**config.mk**
```make
export PLATFORM = sky130hd
export DESIGN_NAME = mm_stream_host
export DESIGN_NICKNAME = d
export VERILOG_FILES = /design/src/rtl/mm_pkg.sv /design/src/rtl/mm_byte_serializer.sv /design/src/rtl/mm_stream_host.sv
export SDC_FILE = /design/constraint.sdc
export NUM_CORES = 1
export LEC_CHECK = 0
export BUFFER_PORTS_ARGS = -buffer_cell sky130_fd_sc_hd__buf_4
export CAP_MARGIN = 15
export CORE_AREA = 2 2 137 139
export DETAILED_ROUTE_END_ITERATION = 10
export DIE_AREA = 0 0 139 141
export HOLD_SLACK_MARGIN = 0.15
export PLACE_DENSITY_LB_ADDON = 0.3
export SYNTH_ARGS = -nofsm -noshare
export SYNTH_HDL_FRONTEND = slang
export SYNTH_HIERARCHICAL = 1
export SYNTH_SLANG_ARGS = --single-unit
```
**constraint.sdc**
```tcl
create_clock -name Clock -period 9.68 [get_ports Clock]
set_clock_uncertainty 0.05 [all_clocks]
set_input_delay 1.936 -clock Clock [delete_from_list [all_inputs] [get_ports Clock]]
set_output_delay 1.936 -clock Clock [all_outputs]
set_load 0.01 [all_outputs]
```
**src/rtl/mm_pkg.sv**
```systemverilog
// Shared constants and FSM state type for the matrix-multiplier stream host.
package mm_pkg;
  localparam int MM_N         = 3;
  localparam int MM_ELEM_W    = 8;
  localparam int MM_NUM_ELEMS = 9;
  localparam int MM_MAT_W     = 72;

  localparam logic [3:0] MM_LAST_IDX = 4'(MM_NUM_ELEMS - 1);

  typedef enum logic [2:0] {
    LOAD_A,
    LOAD_B,
    CLEAR,
    RUN,
    DRAIN,
    ERROR
  } mm_state_e;
endpackage

```
**src/rtl/mm_byte_serializer.sv**
```systemverilog
// Holds a captured 72-bit result and emits it as nine valid/ready bytes,
// element 0 first. The loaded word is the block's result register.
module mm_byte_serializer
  import mm_pkg::*;
(
  input  logic                Clock,
  input  logic                reset,
  input  logic                load,
  input  logic [MM_MAT_W-1:0] load_data,
  output logic                m_valid,
  output logic [7:0]          m_data,
  input  logic                m_ready,
  output logic                last
);
  logic [MM_NUM_ELEMS-1:0][MM_ELEM_W-1:0] data_q, data_d;
  logic [3:0] idx_q, idx_d;
  logic       valid_q, valid_d;

  // Load a new word, or step the byte index on each accepted byte.
  always_comb begin
    data_d  = data_q;
    idx_d   = idx_q;
    valid_d = valid_q;
    last    = 1'b0;
    if (load) begin
      data_d  = load_data;
      idx_d   = '0;
      valid_d = 1'b1;
    end else if (valid_q && m_ready) begin
      if (idx_q == MM_LAST_IDX) begin
        last    = 1'b1;
        valid_d = 1'b0;
        idx_d   = '0;
      end else begin
        idx_d = idx_q + 4'd1;
      end
    end
  end

  // Result register, byte index and valid flag.
  always_ff @(posedge Clock or posedge reset) begin
    if (reset) begin
      data_q  <= '0;
      idx_q   <= '0;
      valid_q <= 1'b0;
    end else begin
      data_q  <= data_d;
      idx_q   <= idx_d;
      valid_q <= valid_d;
    end
  end

  // Data comes straight from registers, so it cannot move during a stall.
  assign m_valid = valid_q;
  assign m_data  = data_q[idx_q];
endmodule

```
**src/rtl/mm_stream_host.sv**
```systemverilog
// Byte-stream host for the 3x3 signed 8-bit multiplier: loads A then B,
// pulses the multiplier clear, runs it until done (with timeout), then
// streams C out. Optional cycle counter enabled by MM_STREAM_HOST_PERF_EN.
module mm_stream_host
  import mm_pkg::*;
#(
  parameter int TIMEOUT_CYCLES = 64,
  parameter int TO_W           = 8
) (
  input  logic                Clock,
  input  logic                reset,
  input  logic                s_valid,
  input  logic [7:0]          s_data,
  output logic                s_ready,
  output logic                m_valid,
  output logic [7:0]          m_data,
  input  logic                m_ready,
  output logic                mm_clear,
  output logic                mm_enable,
  output logic [MM_MAT_W-1:0] mm_A,
  output logic [MM_MAT_W-1:0] mm_B,
  input  logic [MM_MAT_W-1:0] mm_C,
  input  logic                mm_done,
  output logic                busy,
  output logic                err,
  output logic [15:0]         perf_cycles
);
  mm_state_e state_q, state_d;
  logic [3:0] idx_q, idx_d;
  logic [MM_NUM_ELEMS-1:0][MM_ELEM_W-1:0] a_q, a_d, b_q, b_d;
  logic [TO_W-1:0] to_q, to_d;
  logic s_ready_q, s_ready_d;
  logic clear_q, clear_d;
  logic enable_q, enable_d;
  logic err_q, err_d;
  logic ser_load, ser_last;
  logic s_fire;

  assign s_fire = s_valid && s_ready_q;

  // Next-state, deserializer writes, timeout and registered output decodes.
  always_comb begin
    state_d  = state_q;
    idx_d    = idx_q;
    a_d      = a_q;
    b_d      = b_q;
    to_d     = to_q;
    err_d    = err_q;
    ser_load = 1'b0;
    case (state_q)
      LOAD_A: if (s_fire) begin
        a_d[idx_q] = s_data;
        if (idx_q == MM_LAST_IDX) begin
          idx_d   = '0;
          state_d = LOAD_B;
        end else begin
          idx_d = idx_q + 4'd1;
        end
      end
      LOAD_B: if (s_fire) begin
        b_d[idx_q] = s_data;
        if (idx_q == MM_LAST_IDX) begin
          idx_d   = '0;
          state_d = CLEAR;
        end else begin
          idx_d = idx_q + 4'd1;
        end
      end
      CLEAR: begin
        to_d    = '0;
        state_d = RUN;
      end
      RUN: begin
        if (mm_done) begin
          ser_load = 1'b1;
          state_d  = DRAIN;
        end else begin
          to_d = to_q + 1'b1;
          if (to_d == TO_W'(TIMEOUT_CYCLES)) begin
            err_d   = 1'b1;
            state_d = ERROR;
          end
        end
      end
      DRAIN:   if (ser_last) state_d = LOAD_A;
      ERROR:   state_d = ERROR;
      default: state_d = LOAD_A;
    endcase
    // Handshake/control outputs are decoded from the next state and registered.
    s_ready_d = (state_d == LOAD_A) || (state_d == LOAD_B);
    clear_d   = (state_d == CLEAR);
    enable_d  = (state_d == RUN);
  end

  // Control and data registers; reset discards any partial load.
  always_ff @(posedge Clock or posedge reset) begin
    if (reset) begin
      state_q   <= LOAD_A;
      idx_q     <= '0;
      a_q       <= '0;
      b_q       <= '0;
      to_q      <= '0;
      s_ready_q <= 1'b0;
      clear_q   <= 1'b0;
      enable_q  <= 1'b0;
      err_q     <= 1'b0;
    end else begin
      state_q   <= state_d;
      idx_q     <= idx_d;
      a_q       <= a_d;
      b_q       <= b_d;
      to_q      <= to_d;
      s_ready_q <= s_ready_d;
      clear_q   <= clear_d;
      enable_q  <= enable_d;
      err_q     <= err_d;
    end
  end

  mm_byte_serializer u_ser (
    .Clock     (Clock),
    .reset     (reset),
    .load      (ser_load),
    .load_data (mm_C),
    .m_valid   (m_valid),
    .m_data    (m_data),
    .m_ready   (m_ready),
    .last      (ser_last)
  );

  assign s_ready   = s_ready_q;
  assign mm_clear  = clear_q;
  assign mm_enable = enable_q;
  assign mm_A      = a_q;
  assign mm_B      = b_q;
  assign err       = err_q;
  assign busy      = !((state_q == LOAD_A) && (idx_q == '0));

`ifdef MM_STREAM_HOST_PERF_EN
  logic [15:0] perf_q, perf_d;

  // Saturating count over CLEAR and RUN; restarts when CLEAR is entered.
  always_comb begin
    perf_d = perf_q;
    if (state_q == LOAD_B && state_d == CLEAR)
      perf_d = '0;
    else if ((state_q == CLEAR || state_q == RUN) && perf_q != 16'hFFFF)
      perf_d = perf_q + 16'd1;
  end

  // Performance counter register.
  always_ff @(posedge Clock or posedge reset) begin
    if (reset) perf_q <= '0;
    else       perf_q <= perf_d;
  end

  assign perf_cycles = perf_q;
`else
  assign perf_cycles = '0;
`endif
endmodule
```
Word level (Yosys, flattened, before mapping)
Index checks and enable logic that the tools add are counted.

storage, ports and cells
  flip-flop bits (word level) = 240
  input port bits = 85
  logic and storage cells = 102

operators by class
  add/sub/neg operators = 3
  magnitude comparators = 3
  equal/unequal tests = 12
  mux-type cells = 28
  bitwise logic cells = 1
  reduce and logical (&&, ||, !) cells = 19

operator list
  operator             number
  $bwmux 72            2
  $bmux 8 s4           1
  $demux 8 s4          1
  $mux 8               3
  $mux 3               7
  $pmux 3 s6           1
  $mux 4               4
  $pmux 8 s2           1
  $eq 3x2->1 const B   4
  $lt 4x5->1 const B   2
  $reduce_and 2->1     5
  $add 4x1->4 const B  2
  $add 8x1->8 const B  1
  $eq 4x4->1 const B   2
  $eq 8x7->1 const B   1
  $mux 1               8
  $eq 3x1->1 const B   2
  $eq 3x3->1 const B   2
  $logic_not 3->1      2
  $reduce_bool 2->1    3
  $ge 4x1->1 const B   1
  $logic_and 1x1->1    4
  $logic_not 4->1      1
  $reduce_and 3->1     1
  5 further kinds      5

Depth between registers and ports, before layout
  word-level depth = 8
  mapped depth = 11
  depth with buffers taken out = 8

Modules after synthesis
Netlist, hierarchy kept.

by module, submodules not included
  module              instances  cells each  area an instance (sq um)
  mm_stream_host      1          451         6,656.4
  mm_byte_serializer  1          249         3,574.7

Least setup slack after synthesis
No wires, ideal clock.

  path type = register -> output
  start point = register u_ser.idx_q[0]
  end point = output m_data[0]
  arrival = 1.309 ns
  slack = 6.385 ns
  stages on the path, launching flop included = 6
  path through = dfrtp_1 > buf_6 > buf_4 > mux2_2 > o22ai_1 > o31ai_1

on the way
  word-level cells in the longest chain between the ends = 2

ends and longest elaborated chain
  what                          line                      text
  start, declared               mm_byte_serializer.sv:16  logic [3:0] idx_q, idx_d;
  start signal, assigned        mm_byte_serializer.sv:48  idx_q <= idx_d;
  $bmux 8 s4                    mm_byte_serializer.sv:55  assign m_data = data_q[idx_q];
  $mux 8 (not written as such)  mm_byte_serializer.sv:55
  end, declared                 mm_stream_host.sv:16      output logic [7:0] m_data,

No other way between the ends. The select of a mux whose other input is x is not followed.

Worst setup path in the final report
Same ends and word-level chain as after synthesis.

==> impl_metrics.yaml <==
status:
  status: "complete, no violations"
worst_setup_path:
  r2r_slack_ns: 7.24
  worstPathArrival_ns: 2.46
  cp_num_cells: 5
  r2r_start: "state_q[2]$_DFF_PP0_"
  crit_slowest_cell: "dfrtp_1"
  path_buf_inv: 2
  crit_path_max_fanout: 18
  max_stage_delay_ns: 0.76
  endpoint_kind: "output pin"
  crit_family: "flip-flops"
  r2r_cells: 4
  crit_type: "register to output pin"
  crit_top_cell: "buf_4"
  critPathRequiredTime_ns: 7.69
  critPathLaunchType: "register"
  setup.worst_path.start: "u_ser/idx_q[0]$_DFFE_PP0P_"
  crit_path_cell_trace: "buf_4 > mux2_2 > o22ai_1 > o31ai_1 > buf_4"
cts:
  cts_buffers: 26
  postCtsSetupBuffers: 0
  h-tree-depth: 1
  cts.clk_slew.worst_paths_ns: 0.06
  cts_tree: "yes"
  cts_sinks: 240
  cts_root_buf: "clkbuf_16"
  clock_latency_ns: 0.53
  ctsResizeCount: 0
  max-clock-path-buffers: 3
  postCtsHoldBufs: 0
placed_design:
  dp_hpwl_mm: 17.18
  dp_cells: 1145
  place.gp.congestion: 0.7872
  port_buffers: 242
  preCtsSetupSlack_ns: 5.777
synth:
  synth_common_cells: "240 x dfrtp_1, 218 x mux2_2, 36 x nand2_1"
  synth_cells: 700
  syn-cell-area_sq_um: 10230
  synth_seq_area_share: 0.5870
  ys_ff_latch: 240
  synth-edff-count: 0
  ys.flop_type: "dfrtp_1"
  synth-warning-count: 6
  synth_top_area_share: 0.5870
  synth.most_common_cell: "dfrtp_1"
  ys_types: 52
  synthArstFlopShare: 1.000
  synth_area_leaders: "dfrtp_1 59%, mux2_2 24%, mux4_1 2.1%, nand2_1 1.3%, buf_4 1.2%"
  syn_avg_cell_area_sq_um: 14.62
  yosysTopAreaCell: "dfrtp_1"
finish:
  nets: 1031
  drive_gt1_frac: 0.5528
  layout.cells.non_filler: 1191
  antenna_cells: 0
  regArea_sq_um: 6006
  area_growth_pct: 27.24
  fillers: 1283
  multi_input_area_sq_um: 3936
  final_core_util: 0.7126
timing:
  slew_violations: 0
  maxSlewHeadroom: 0.3297
  fmax_ghz: 0.2248
  rsz0062_at_grt: "false"
  fin_crit_ns: 4.449
  hold_viol_final: 0
  worst_pin_slew_ns: 1.006
  setup_tns_ns: 0
  worst_slack_ns: 5.231
  finalCritPeriodShare: 0.4596
  setup_viol: 0
floorplanning:
  initial_core_util: 0.5601
  die_area_sq_um: 19600
  core_area_sq_um: 18270
  fp.dieH_um: 141
  rows: 50
  num_io_pins: 259
  dieWidth_um: 139
grt:
  antenna_found_initial: 0
  grt_max_degree: 86
  grtUsageTotal: 0.2522
  grt_pass1_vias: 6838
  grt_pass1_wl_mm: 38.93
  grt-ovfl-total: 0
drt:
  dr.pass1.iters: 4
  wl_mm: 24.81
  drtIter0Drc: 335
  routed_via_density: 5.480
  ant_nets: 0
  vias: 6527
  wl_per_cell_um: 20.83
  drc: 0
hold_path:
  holdPathStages: 1
  hold_path.class: "register to register"
  min_from: "err$_DFFE_PP0P_"
run:
  drv_cap: 0
power_and_ir_drop:
  irDropWorstVdd_v: 0.0001534
  leakagePower_uw: 0.006931
  power_density_nw_per_um2: 160.5
-- routing by layer --
layer,wire length [um],global-route usage,vias to the layer above
met2,12220,0.4120,183
met1,10360,0.3389,3344
met5,0,0,-
li1,-,-,2950
met3,1450,0.06012,50
met4,780,0.07974,0
-- logic make-up after synthesis --
| family | count (synthesis) | synth area share |
|---|---|---|
| compound gates | 54 | 0.03388 |
| buf+inv | 59 | 0.03449 |
| other cells | 1 | 0.0003665 |
| mux | 241 | 0.2799 |
| simple gates | 94 | 0.05234 |
| xor+xnor | 4 | 0.003425 |
| fa+ha+maj | 7 | 0.008560 |
| flops | 240 | 0.5870 |
-- final timing paths --
| kind | end |
|---|---|
| hold reg to reg | err$_DFFE_PP0P_ |
| hold / removal | err$_DFFE_PP0P_ |
| max in group asynchronous | mm_A[38]$_DFFE_PP0P_ |
| setup reg to reg | mm_B[31]$_DFFE_PP0P_ |
| min in group asynchronous | to_q[3]$_DFFE_PP0P_ |
| setup / recovery | m_data[0] |
-- sequential cells by signal, summed over array words and instances, names as in the netlist --
name,cells
u_ser/idx_q,4
mm_B,72
s_ready,1
u_ser/m_valid,1
u_ser/data_q,72
mm_A,72
err,1
mm_enable,1
idx_q,4
state_q,3
to_q,8
mm_clear,1
-- area by class of cell --
class                           count  area share
Sequential cell                   240      0.4614
Timing Repair Buffer              246      0.1419
Multi-Input combinational cell    416      0.3024
Clock buffer                       37     0.05854
Clock inverter                      9     0.01038
Tap cell                          234     0.02249
Inverter                            9    0.002980
-- cells in the final DEF (no fill, tap or decap), types with 5 or more instances in the layout --
cell type and n:
clkbuf_8 7, mux4_1 8, conb_1 16, clkbuf_16 26, dfrtp_1 240, ha_1 7, mux2_1 7, o31ai_1 10
inv_1 6, mux2_4 8, buf_4 246, o22ai_1 8, nand2b_1 5, mux2_2 218, nor2_1 16, o21ai_0 14
a21oi_1 9, nand2_1 36
-- through the flow --
| stage | hold WS (ns) | total power (uW) | cell area, sq um |
|---|---|---|---|
| global placement | 0.4059 | 1085 | 12120 |
| floorplan | 0.4220 | 1048 | 10290 |
| global route | 0.4636 | 2157 | 13020 |
| finish | 0.4362 | 2090 | 13020 |
| CTS | 0.4415 | 2110 | 13020 |
| detailed placement | 0.4271 | 1085 | 12120 |
-- report_power, final --
part / leakage, uW / internal [uW] / switching (uW)
combinational: 0.00315 / 22.8 / 39.8
clock: 0.000445 / 627 / 397
sequential: 0.00333 / 1000 / 0
No activity file was read; power rests on OpenSTA's default activity.
